`src/rtl/controllo_contatore.sv`:
```
// Purpose: push-button front end for the 4-bit up/down counter. It synchronises and
//          debounces up/down/hold, and drives a 4-state control FSM.
// Latency: a raw press reaches the registered outputs DEBOUNCE_CYCLES+3 edges after it rises.
// Backpressure: none. The buttons are free-running levels and the outputs are plain levels.
//
// Ports:
//   clk       system clock, rising edge
//   reset     asynchronous, active-low reset
//   btn_up    raw up button (async, active-high)
//   btn_down  raw down button (async, active-high)
//   btn_hold  raw pause/resume button (async, active-high)
//   enable    count enable to the counter (registered)
//   up_down   count direction, 1 = up, 0 = down (registered)
//   state     FSM state code: IDLE=00, UP=01, DOWN=10, PAUSED=11
module controllo_contatore #(
  parameter int unsigned DEBOUNCE_CYCLES = 4
) (
  input  logic       clk,
  input  logic       reset,
  input  logic       btn_up,
  input  logic       btn_down,
  input  logic       btn_hold,
  output logic       enable,
  output logic       up_down,
  output logic [1:0] state
);

  typedef enum logic [1:0] {
    ST_IDLE   = 2'b00,
    ST_UP     = 2'b01,
    ST_DOWN   = 2'b10,
    ST_PAUSED = 2'b11
  } state_t;

  localparam logic [15:0] CNT_LAST = 16'(DEBOUNCE_CYCLES - 1);

  // Button lanes are packed as bit 0 = up, bit 1 = down, bit 2 = hold.
  logic [2:0]  btn_raw;
  logic [2:0]  s1;
  logic [2:0]  s2;
  logic [2:0]  db;
  logic [2:0]  db_d;
  logic [15:0] cnt [3];
  logic [2:0]  press;

  state_t state_q;
  state_t state_d;
  logic   enable_d;
  logic   up_down_d;

  assign btn_raw = {btn_hold, btn_down, btn_up};

  // Synchroniser, debounce filter and edge register for all three lanes.
  // Any cycle where s2 agrees with db clears cnt, so chatter restarts the window.
  always_ff @(posedge clk or negedge reset) begin
    if (!reset) begin
      s1   <= '0;
      s2   <= '0;
      db   <= '0;
      db_d <= '0;
      for (int i = 0; i < 3; i++) begin
        cnt[i] <= '0;
      end
    end else begin
      s1   <= btn_raw;
      s2   <= s1;
      db_d <= db;
      for (int i = 0; i < 3; i++) begin
        if (s2[i] == db[i]) begin
          cnt[i] <= '0;
        end else if (cnt[i] == CNT_LAST) begin
          db[i]  <= s2[i];
          cnt[i] <= '0;
        end else begin
          cnt[i] <= cnt[i] + 16'd1;
        end
      end
    end
  end

  // A press is the rising edge of the debounced level. A release gives no event.
  assign press = db & ~db_d;

  always_ff @(posedge clk or negedge reset) begin
    if (!reset) begin
      state_q <= ST_IDLE;
      enable  <= 1'b0;
      up_down <= 1'b1;
    end else begin
      state_q <= state_d;
      enable  <= enable_d;
      up_down <= up_down_d;
    end
  end

  always_comb begin
    state_d   = state_q;
    enable_d  = enable;
    up_down_d = up_down;

    // Hold outranks up/down. When up and down coincide, both are dropped.
    if (press[2]) begin
      case (state_q)
        ST_UP, ST_DOWN: state_d = ST_PAUSED;
        ST_PAUSED:      state_d = up_down ? ST_UP : ST_DOWN;
        default:        state_d = state_q;
      endcase
    end else if (press[0] && press[1]) begin
      state_d = state_q;
    end else if (press[0]) begin
      state_d = ST_UP;
    end else if (press[1]) begin
      state_d = ST_DOWN;
    end

    // The outputs follow the next state. IDLE and PAUSED keep the last direction.
    case (state_d)
      ST_UP: begin
        enable_d  = 1'b1;
        up_down_d = 1'b1;
      end
      ST_DOWN: begin
        enable_d  = 1'b1;
        up_down_d = 1'b0;
      end
      default: begin
        enable_d  = 1'b0;
      end
    endcase
  end

  assign state = state_q;

endmodule

```
`config.mk`:
```
export PLATFORM = sky130hd
export DESIGN_NAME = controllo_contatore
export DESIGN_NICKNAME = d
export VERILOG_FILES = /design/src/rtl/controllo_contatore.sv
export SDC_FILE = /design/constraint.sdc
export NUM_CORES = 1
export LEC_CHECK = 0
export CORE_UTILIZATION = 65
export CTS_CLUSTER_SIZE = 12
export DETAILED_ROUTE_END_ITERATION = 16
export DONT_BUFFER_PORTS = 1
export GPL_TIMING_DRIVEN = 0
export HOLD_SLACK_MARGIN = 0.12
export PLACE_DENSITY = 0.81
export SYNTH_ARGS = -nofsm -noshare
export SYNTH_HDL_FRONTEND = slang
export SYNTH_SLANG_ARGS = --single-unit
export TNS_END_PERCENT = 10
```
`constraint.sdc`:
```
create_clock -name clk -period 2.8 [get_ports clk]
set_input_delay 0.42 -clock clk [delete_from_list [all_inputs] [get_ports clk]]
set_output_delay 0.42 -clock clk [all_outputs]
set_load 0.05 [all_outputs]
```
==> results of run 1 <==
-- logic make-up after synthesis --
family	Yosys count	share of synthesized area (%)
simple gates	145	24.10
flops	64	53.51
xor+xnor	42	12.28
buf+inv	20	2.882
compound gates	15	2.882
fa+ha+maj	6	2.506
mux	5	1.838
-- what timing repair did --
action,4_1_cts,5_1_grt
hold endpoints to repair,67,0
buffers inserted,0,0
hold buffers,5,0
-- sequential cells by signal, indices dropped and copies added, names as in the netlist --
name	count
cnt	48
db	3
db_d	3
enable	1
s1	3
s2	3
state	2
up_down	1
-- placed cells by master (no fill, tap or decap), types with 2 or more instances in the layout --
cell type and count:
dfrtp_1 63, nor2_1 52, xnor2_1 32, nor3_1 17
nand4_1 15, nand3_1 15, inv_1 14, nand2_1 14
nor4_1 13, xor2_1 10, clkbuf_8 9, a21oi_1 8
ha_1 6, clkbuf_1 5, mux2_2 4, or3_1 4
dlygate4sd3_1 4, nor4b_1 3, o21ai_0 3, and3_1 3
nand2b_1 2, clkinv_4 2
-- per-stage QoR --
stage | hold WS [ns] | util [%]
floorplan | 0.1244 | -
global placement | 0.1262 | 69.81
detailed placement | 0.1265 | 69.81
CTS | 0.3580 | 75.83
global route | 0.3624 | 75.83
finish | 0.3549 | 75.83
-- where the power goes --
| group | internal [W] | total, W | switching [W] |
|---|---|---|---|
| Sequential | 0.00106 | 0.00127 | 0.000211 |
| Combinational | 0.000243 | 0.000615 | 0.000372 |
| Clock | 0.000415 | 0.000769 | 0.000354 |
| Total | 0.00172 | 0.00265 | 0.000938 |
-- cell type report --
cell class	count	area [um^2]
sequential	64	1603
multi-input combinational	213	1306
fill	293	1060
clock buffer	10	127.6
clock inverter	6	68.82
timing repair buffer	5	67.56
tap	52	65.06
inverter	14	52.55
buffer	6	33.78
-- synth_stat cells, drive strengths merged (2+ instances only) --
library cell | number | area [um^2]
nand2b | 2 | 12.51
nand3 | 15 | 75.07
or3 | 4 | 25.02
xor2 | 10 | 87.58
xnor2 | 32 | 280.3
nor4b | 3 | 26.28
clkbuf | 4 | 15.01
inv | 14 | 52.55
nor4 | 13 | 81.33
a21oi | 8 | 40.04
o21ai | 3 | 15.01
nand2 | 15 | 58.81
buf | 2 | 18.77
mux2 | 4 | 45.04
nand4 | 16 | 106.4
dfrtp | 63 | 1577
and3 | 3 | 18.77
ha | 6 | 75.07
nor2 | 52 | 195.2
nor3 | 17 | 85.08
-- worst max path at each step --
stage,slack [ns],to,depth (start not counted),from
final,0.45,up_down$_DFFE_PN1P_,8,state[0]$_DFF_PN0_
after global routing,0.31,up_down$_DFFE_PN1P_,8,state[0]$_DFF_PN0_
after CTS,0.44,up_down$_DFFE_PN1P_,8,state[0]$_DFF_PN0_
after detailed placement,0.46,up_down$_DFFE_PN1P_,8,state[0]$_DFF_PN0_
after global placement,0.53,up_down$_DFFE_PN1P_,8,state[0]$_DFF_PN0_
after floorplan,0.64,up_down$_DFFE_PN1P_,8,state[0]$_DFF_PN0_
-- critical path: stages, from the launching register on --
cell	delay (ns)
dfrtp_1	0.69
inv_1	0.13
ha_1	0.35
a211oi_1	0.23
a21oi_1	0.06
mux2_2	0.28
ha_1	0.27
inv_1	0.09
mux2i_1	0.18
-- routing by layer --
metal | GRT usage (%) | part of all wire (%)
met4 | 11.11 | 2.2
met5 | 0 | 0
met2 | 34.94 | 47
met1 | 32.27 | 46
met3 | 9.235 | 5.2
==> results.ini, run 1 <==
[worst_setup_path]
r2r_cells = 8
worst_setup_path_start_kind = register
worstSetupPathType = register to register
crit_arrival_ns = 2.63
crit_fanout = 4
worstSetupEndpointType = register
timing.rr.end = up_down$_DFFE_PN1P_
reg2reg_slack_ns = 0.45
cp.required_ns = 3.08
r2r_start = state[0]$_DFF_PN0_

[detailed_routing]
route.antenna.remaining_nets = 0
vias_per_cell = 5.827
drc = 0
wl_per_cell_um = 13.71
vias = 2156
dr.pass1.iters = 5
drt_iter0_drc = 170
drt_wl_total_um = 5071

[timing]
rsz0062_at_grt = no
fin_ws_ns = 0.4460
tightest_slew_ns = 0.5486
setup-violations-final = 0
hold_violations = 0
max_freq_ghz = 0.4248
fin_skew_ns = 0.007439
fin_crit_ns = 2.354
final.setup.tns_ns = 0
relSlewSlack_pct = 63.42
slew_viol_final = 0
min_period_over_period_pct = 84.07

[clock_network]
cts_root_buf = clkbuf_8
numCtsBuffers = 9
clockBufferDepth = 2
cts.sinks = 64
clock_latency_ns = 0.35
tritoncts = yes
clk_pin_slew_ns = 0.07
cts_resized = 0
h-tree-depth = 3

[cells_and_area]
final_cells = 370
antennaDiodeCount = 0
fin_area_um2 = 3324
area_growth_pct = 10.99
drive_gt1_share_pct = 7.862
nNetsFinal = 324

[power_and_ir_drop]
total_leakage_power_nw = 1.341
power_density_nw_per_um2 = 798.6
peakVddDrop_uv = 908.3
power.total_w = 0.002655

[logic_synthesis]
synth_cell_types = 34
dominantRegCellSynth = dfrtp_1
syn_area_um2 = 2995
synth_nets = 308
ys_seq_area_share_pct = 53.51
synth_seq_cells = 64
synthCells = 297
ys_warn_count = 0
synth_edf_count = 0
syn_area_per_cell_um2 = 10.09
async_flop_share_pct = 100.0

[place]
place_area_um2 = 3060
post-place-ws_ns = 0.4567
dp_hpwl_um = 3390
placement.io_buffers = 0
gp_congestion = 0.8907
placed_cells = 349

[floorplanning]
die_area_um2 = 4884
io_pins = 9
die_h_um = 69.89
core-area_um2 = 4384
die_w_um = 69.89
start_util_pct = 68.32
rows = 24

[hold_path]
hold_end = s2[1]$_DFF_PN0_
hold_class = register to register
min_from = s1[1]$_DFF_PN0_
hold_depth = 0

[global_route]
grt_max_degree = 65
grt_pass1_vias = 2074
grt.overflow.total = 0
grt_pass1_wl_um = 9108
antenna_found_initial = 0
grt.total_usage_pct = 24.10

[flow_run]
maxCapViolations = 0

[run_status]
status = complete, no violations

Power figures use the tool's default switching activity.
==> run 2, diff against run 1 <==
CORE_UTILIZATION = 62   (was 65)
PLACE_DENSITY = 0.78   (was 0.81)
clock period = 2.4 ns   (was 2.8 ns; I/O delays follow)
==> run 2 against run 1 <==
Fmax grew 8.3%. Non-clock buffer count is the same. Core utilization shrank 0.47 points.
==> results.ini, run 2 (synthesized netlist as in run 1, its figures left out) <==
[timing]
tightest_slew_ns = 0.4509  ; -0.09774 ns
max_freq_ghz = 0.4602  ; +8.3%
final.setup.tns_ns = 0  ; unchanged
min_period_over_period_pct = 90.53  ; +6.5 points
rsz0062_at_grt = no
fin_crit_ns = 2.173  ; -0.1812 ns
hold_violations = 0  ; unchanged
setup-violations-final = 0  ; unchanged
relSlewSlack_pct = 69.96  ; +6.5 points
slew_viol_final = 0  ; unchanged
fin_skew_ns = 0.009359  ; +0.001920 ns
fin_ws_ns = 0.2272  ; -0.2188 ns

[cells_and_area]
area_growth_pct = 13.33
nNetsFinal = 324  ; unchanged
drive_gt1_share_pct = 8.805  ; +0.94 points
final_util_pct = 75.36  ; -0.47 points
largest-register = cnt
layout_commonest_cell = dfrtp_1
layout_common_cells = dfrtp_1 (61), nor2_1 (52), xnor2_1 (32), nor3_1 (17)
fin_area_um2 = 3395  ; +2.1%
largest_reg_flops = 48  ; unchanged
antennaDiodeCount = 0  ; unchanged
fillers = 298  ; +1.7%

[detailed_routing]
wl_met3_um = 268  ; +2.3%
drc = 0  ; unchanged
vias_per_cell = 5.600  ; -3.9%
wl_met1_um = 2430  ; +4.3%
route.antenna.remaining_nets = 0  ; unchanged
drt_iter0_drc = 169  ; -0.59%
wl_per_cell_um = 13.84  ; +0.99%
vias = 2072  ; -3.9%
highest_layer = met4
dr.pass1.iters = 4  ; -1
met2_length_um = 2359  ; -0.30%
drt_wl_total_um = 5121  ; +0.99%

[clock_network]
tritoncts = yes
cts_root_buf = clkbuf_8
postCtsSetupBuffers = 0  ; unchanged
h-tree-depth = 3  ; unchanged
cts.sinks = 64  ; unchanged
clockBufferDepth = 2  ; unchanged
numCtsBuffers = 9  ; unchanged
clk_pin_slew_ns = 0.07  ; about the same
clock_latency_ns = 0.34  ; about the same

[floorplanning]
rows = 24  ; unchanged
io_pins = 9  ; unchanged
core-area_um2 = 4504  ; +2.7%
start_util_pct = 66.50  ; -1.8 points
die_w_um = 71.51  ; +2.3%
die_h_um = 71.51  ; +2.3%
die_area_um2 = 5113  ; +4.7%

[worst_setup_path]
worst_setup_path_start_kind = register
crit_fanout = 4  ; unchanged
worstSetupPathType = register to register
cp.required_ns = 2.67  ; -0.41 ns
worstSetupEndpointType = register
crit_arrival_ns = 2.45  ; -0.18 ns

[power_and_ir_drop]
peakVddDrop_uv = 1037  ; +14%
combPwrFrac_pct = 20.9  ; -2.3 points
internal_power_w = 0.002298  ; +34%
seqPwrFrac_pct = 44.0  ; -3.8 points
power_density_nw_per_um2 = 995.9  ; +25%
clkPwrFrac_pct = 35.1  ; +6.1 points
swShare_pct = 32.03  ; -3.3 points
power.total_w = 0.003380  ; +27%
total_leakage_power_nw = 1.375  ; +2.5%
p_switching_w = 0.001083  ; +15%

[run_status]
status = complete, no violations

[global_route]
grt_pass1_wl_um = 9108  ; unchanged
grt.total_usage_pct = 23.84  ; -0.26 points
grt_max_degree = 65  ; unchanged
grt.overflow.total = 0  ; unchanged
grt_pass1_vias = 1992  ; -4.0%
antenna_found_initial = 0  ; unchanged

[place]
post-place-ws_ns = 0.02265  ; -0.4341 ns
dp_hpwl_um = 3468  ; +2.3%
place_area_um2 = 3060  ; unchanged
placement.io_buffers = 0  ; unchanged
gp_congestion = 0.9093  ; +2.1%

[flow_run]
maxCapViolations = 0  ; unchanged

[hold_path]
hold_class = register to register

==> run 2: changes by cell type in the layout (fill, tap and decap cells not counted), moves of 2 or more <==
| cell | before | now |
|---|---|---|
| bufinv_16 | 1 | 3 |
| dfrtp_1 | 63 | 61 |
| clkbuf_8 | 9 | 12 |
| dfrtp_2 | 0 | 2 |
==> run 2: per-layer routing <==
layer	vias to the layer above	track usage, %
met5	-	0
met4	0	11.76
met3	5	9.845
met2	55	33.97
met1	957	31.80
li1	1055	-
==> run 2: power by group through the flow <==
stage | Sequential (W) | Combinational [W] | Clock [W]
6_report | 0.00149 | 0.000706 | 0.00119
5_1_grt | 0.00151 | 0.000820 | 0.00126
4_1_cts | 0.00148 | 0.000720 | 0.00121
3_5_place_dp | 0.00150 | 0.000688 | 0
3_3_place_gp | 0.00150 | 0.000657 | 0
2_1_floorplan | 0.00147 | 0.000548 | 0
==> run 2: critical path, stage by stage, from the launching register on <==
cell and delay (ns):
dfrtp_2 0.55, inv_1 0.11, ha_1 0.33, a211oi_1 0.25
a21oi_1 0.06, mux2_2 0.28, ha_1 0.27, inv_1 0.08
mux2i_1 0.18
==> run 2: what timing repair did <==
action	4_1_cts	5_1_grt
hold buffers	5	0
gates resized for setup	0	2
setup endpoints to repair	0	1
hold endpoints to repair	67	0
==> run 2: layout make-up <==
type	instances	area [um^2]	share of cell area (%)
clock buffers	12	165.2	4.865
multi-input cells	213	1306	38.48
clock inverters	4	98.84	2.912
inverters	14	52.55	1.548
plain buffers	6	33.78	0.9952
flip-flops and latches	64	1605	47.29
repair buffers	5	67.56	1.990
well taps	52	65.06	1.917
==> run 2: metrics by stage <==
| stage | hold WS, ns | cells |
|---|---|---|
| floorplan | 0.06441 | 297 |
| global placement | 0.06606 | 349 |
| detailed placement | 0.06656 | 349 |
| CTS | 0.3487 | 370 |
| global route | 0.3492 | 370 |
| finish | 0.3435 | 370 |
==> run 2: final timing paths <==
| path | slack (ns) | start | cells after the start | endpoint |
|---|---|---|---|---|
| hold reg to reg | 0.34 | s1[0]$_DFF_PN0_ | 0 | s2[0]$_DFF_PN0_ |
| setup reg to reg | 0.23 | state[0]$_DFF_PN0_ | 8 | up_down$_DFFE_PN1P_ |
| setup / recovery | 0.23 | state[0]$_DFF_PN0_ | 8 | up_down$_DFFE_PN1P_ |
| max in group asynchronous | 1.58 | reset | 2 | up_down$_DFFE_PN1P_ |
| hold / removal | 0.34 | s1[0]$_DFF_PN0_ | 0 | s2[0]$_DFF_PN0_ |
| min in group asynchronous | 0.54 | reset | 2 | cnt[22]$_DFF_PN0_ |
==> run 3, diff against run 2 <==
PLACE_DENSITY = unset   (was 0.78)
PLACE_DENSITY_LB_ADDON = 0.1   (was unset)
REMOVE_ABC_BUFFERS = 1   (was unset)
==> run 3 against run 2 <==
Non-clock buffer count down 6. Register-to-register slack better by 0.05 ns. Flip-flop and latch count stayed put. Worst hold slack improved by 0.017 ns. Sequential share of layout area is 1.4 points higher. Clock skew up 0.0015 ns. Die area is the same. Sequential power about the same. First-iteration DRC count is 22% lower. Worst setup slack better by 0.053 ns. Critical endpoint unchanged.
==> results.ini, run 3 (synthesized netlist as in run 1, its figures left out) <==
[run_status]
status = complete, no violations

[cells_and_area]
fillers = 296  ; -0.67%
layout_common_cells = dfrtp_1 (61), nor2_1 (52), xnor2_1 (32), nor3_1 (17)
area_growth_pct = 10.15
largest_reg_flops = 48  ; unchanged
multi_input_comb_area_um2 = 1306  ; unchanged
nNetsFinal = 318  ; -1.9%
antennaDiodeCount = 0  ; unchanged
layout_commonest_cell = dfrtp_1
register_area_um2 = 1605  ; unchanged
largest-register = cnt
drive_gt1_share_pct = 8.333  ; -0.47 points

[detailed_routing]
drt_iter0_drc = 132  ; -22%
vias = 2100  ; +1.4%
vias_per_cell = 5.769  ; +3.0%
route.antenna.remaining_nets = 0  ; unchanged
drt_wl_total_um = 5149  ; +0.55%
dr.pass1.iters = 4  ; unchanged
drc = 0  ; unchanged
wl_per_cell_um = 14.15  ; +2.2%

[timing]
fin_crit_ns = 2.120  ; -0.05326 ns
slew_viol_final = 0  ; unchanged
tightest_slew_ns = 0.5182  ; +0.06726 ns
min_period_over_period_pct = 88.31  ; -2.2 points
hold_violations = 0  ; unchanged
final.setup.tns_ns = 0  ; unchanged
fin_ws_ns = 0.2805  ; +0.05326 ns
rsz0062_at_grt = no
setup-violations-final = 0  ; unchanged
fin_skew_ns = 0.01090  ; +0.001546 ns
relSlewSlack_pct = 65.37  ; -4.6 points
max_freq_ghz = 0.4718  ; +2.5%

[clock_network]
cts.sinks = 64  ; unchanged
clk_pin_slew_ns = 0.08  ; about the same
h-tree-depth = 3  ; unchanged
numCtsBuffers = 9  ; unchanged
cts_root_buf = clkbuf_8
tritoncts = yes
clock_latency_ns = 0.35  ; about the same
clockBufferDepth = 2  ; unchanged

[floorplanning]
die_area_um2 = 5113  ; unchanged
io_pins = 9  ; unchanged
die_w_um = 71.51  ; unchanged
rows = 24  ; unchanged
die_h_um = 71.51  ; unchanged
core-area_um2 = 4504  ; unchanged
start_util_pct = 66.50  ; unchanged

[power_and_ir_drop]
peakVddDrop_uv = 532.7  ; -49%
total_leakage_power_nw = 1.318  ; -4.1%
clkPwrFrac_pct = 30.2  ; -4.9 points
p_switching_w = 0.001120  ; +3.5%
internal_power_w = 0.001984  ; -14%
swShare_pct = 36.09  ; +4.1 points
seqPwrFrac_pct = 48.4  ; +4.4 points
power_density_nw_per_um2 = 940.9  ; -5.5%
combPwrFrac_pct = 21.4  ; +0.5 points

[worst_setup_path]
crit_arrival_ns = 2.40  ; -0.05 ns
worstSetupPathType = register to register
cp.required_ns = 2.68  ; about the same
crit_fanout = 4  ; unchanged
worst_setup_path_start_kind = register
worstSetupEndpointType = register

[global_route]
gr-usage-met2_pct = 35.98  ; +2.0 points
grt_pass1_wl_um = 8942  ; -1.8%
grt.total_usage_pct = 23.21  ; -0.63 points
antenna_found_initial = 0  ; unchanged
grt.overflow.total = 0  ; unchanged
met1_usage_pct = 30.25  ; -1.5 points
grt_most_used_layer = met2
grt_max_degree = 65  ; unchanged
grt_use_met3_pct = 4.219  ; -5.6 points
grt_pass1_vias = 2024  ; +1.6%

[place]
dp_hpwl_um = 3138  ; -9.5%
post-place-ws_ns = 0.1298  ; +0.1072 ns
placement.io_buffers = 0  ; unchanged
gp_congestion = 0.8738  ; -3.9%

[flow_run]
maxCapViolations = 0  ; unchanged

[hold_path]
hold_class = register to register

==> run 3: cell count changes in the layout (fill, tap and decap cells not counted) <==
| cell | before | now |
|---|---|---|
| buf_4 | 1 | 0 |
| clkbuf_8 | 12 | 9 |
| clkinvlp_4 | 0 | 3 |
| bufinv_16 | 3 | 1 |
| inv_6 | 0 | 2 |
| buf_6 | 1 | 0 |
| clkbuf_1 | 4 | 0 |
==> run 3: worst paths after layout <==
| path | depth (start not counted) | slack (ns) | endpoint | start |
|---|---|---|---|---|
| worst max-delay path | 8 | 0.28 | up_down$_DFFE_PN1P_ | state[0]$_DFF_PN0_ |
| worst max register to register | 8 | 0.28 | up_down$_DFFE_PN1P_ | state[0]$_DFF_PN0_ |
| worst min-delay path | 0 | 0.36 | s2[2]$_DFF_PN0_ | s1[2]$_DFF_PN0_ |
| max in group asynchronous | 2 | 1.59 | up_down$_DFFE_PN1P_ | reset |
| worst min register to register | 0 | 0.36 | s2[2]$_DFF_PN0_ | s1[2]$_DFF_PN0_ |
| min in group asynchronous | 2 | 0.54 | db[1]$_DFFE_PN0P_ | reset |
==> run 3: layout make-up <==
class | instances | share of cell area, %
inverters | 14 | 1.593
multi-input cells | 213 | 39.59
flip-flops and latches | 64 | 48.65
clock inverters | 7 | 2.389
repair buffers | 5 | 2.048
clock buffers | 9 | 3.754
well taps | 52 | 1.972
==> run 3: stage by stage <==
step / hold slack (ns) / power (W) / utilization (%) / cells / area [um^2]
floorplan: 0.06441 / 0.001988 / - / 291 / 2962
global placement: 0.06551 / 0.002114 / 67.19 / 343 / 3027
detailed placement: 0.06563 / 0.002136 / 67.19 / 343 / 3027
CTS: 0.3645 / 0.003111 / 73.19 / 364 / 3297
global route: 0.3734 / 0.003293 / 73.25 / 364 / 3299
finish: 0.3609 / 0.003104 / 73.25 / 364 / 3299
==> run 3: routing by layer <==
metal,up-vias,wire length [um]
li1,1045,-
met3,17,196
met5,-,0
met1,988,2428
met4,0,169
met2,50,2355
==> run 3: what timing repair did <==
action	in CTS	in global routing
buffers inserted	0	0
hold buffers	5	0
endpoints found under the setup margin	0	1
endpoints found under the hold margin	67	0
resized for setup	0	2
==> run 3: worst max-delay path: stages (launching register included) <==
cell and delay [ns]:
dfrtp_2 0.55, inv_1 0.10, ha_1 0.32, a211oi_1 0.21, a21oi_1 0.06, mux2_2 0.28, ha_1 0.27, inv_1 0.09
mux2i_1 0.18
==> run 3: power by group through the flow <==
stage	logic, W	registers (W)	clock network (W)
final	0.000664	0.00150	0.000937
after global routing	0.000763	0.00153	0.00100
after CTS	0.000666	0.00150	0.000949
after detailed placement	0.000624	0.00151	0
after global placement	0.000607	0.00151	0
after floorplan	0.000508	0.00148	0
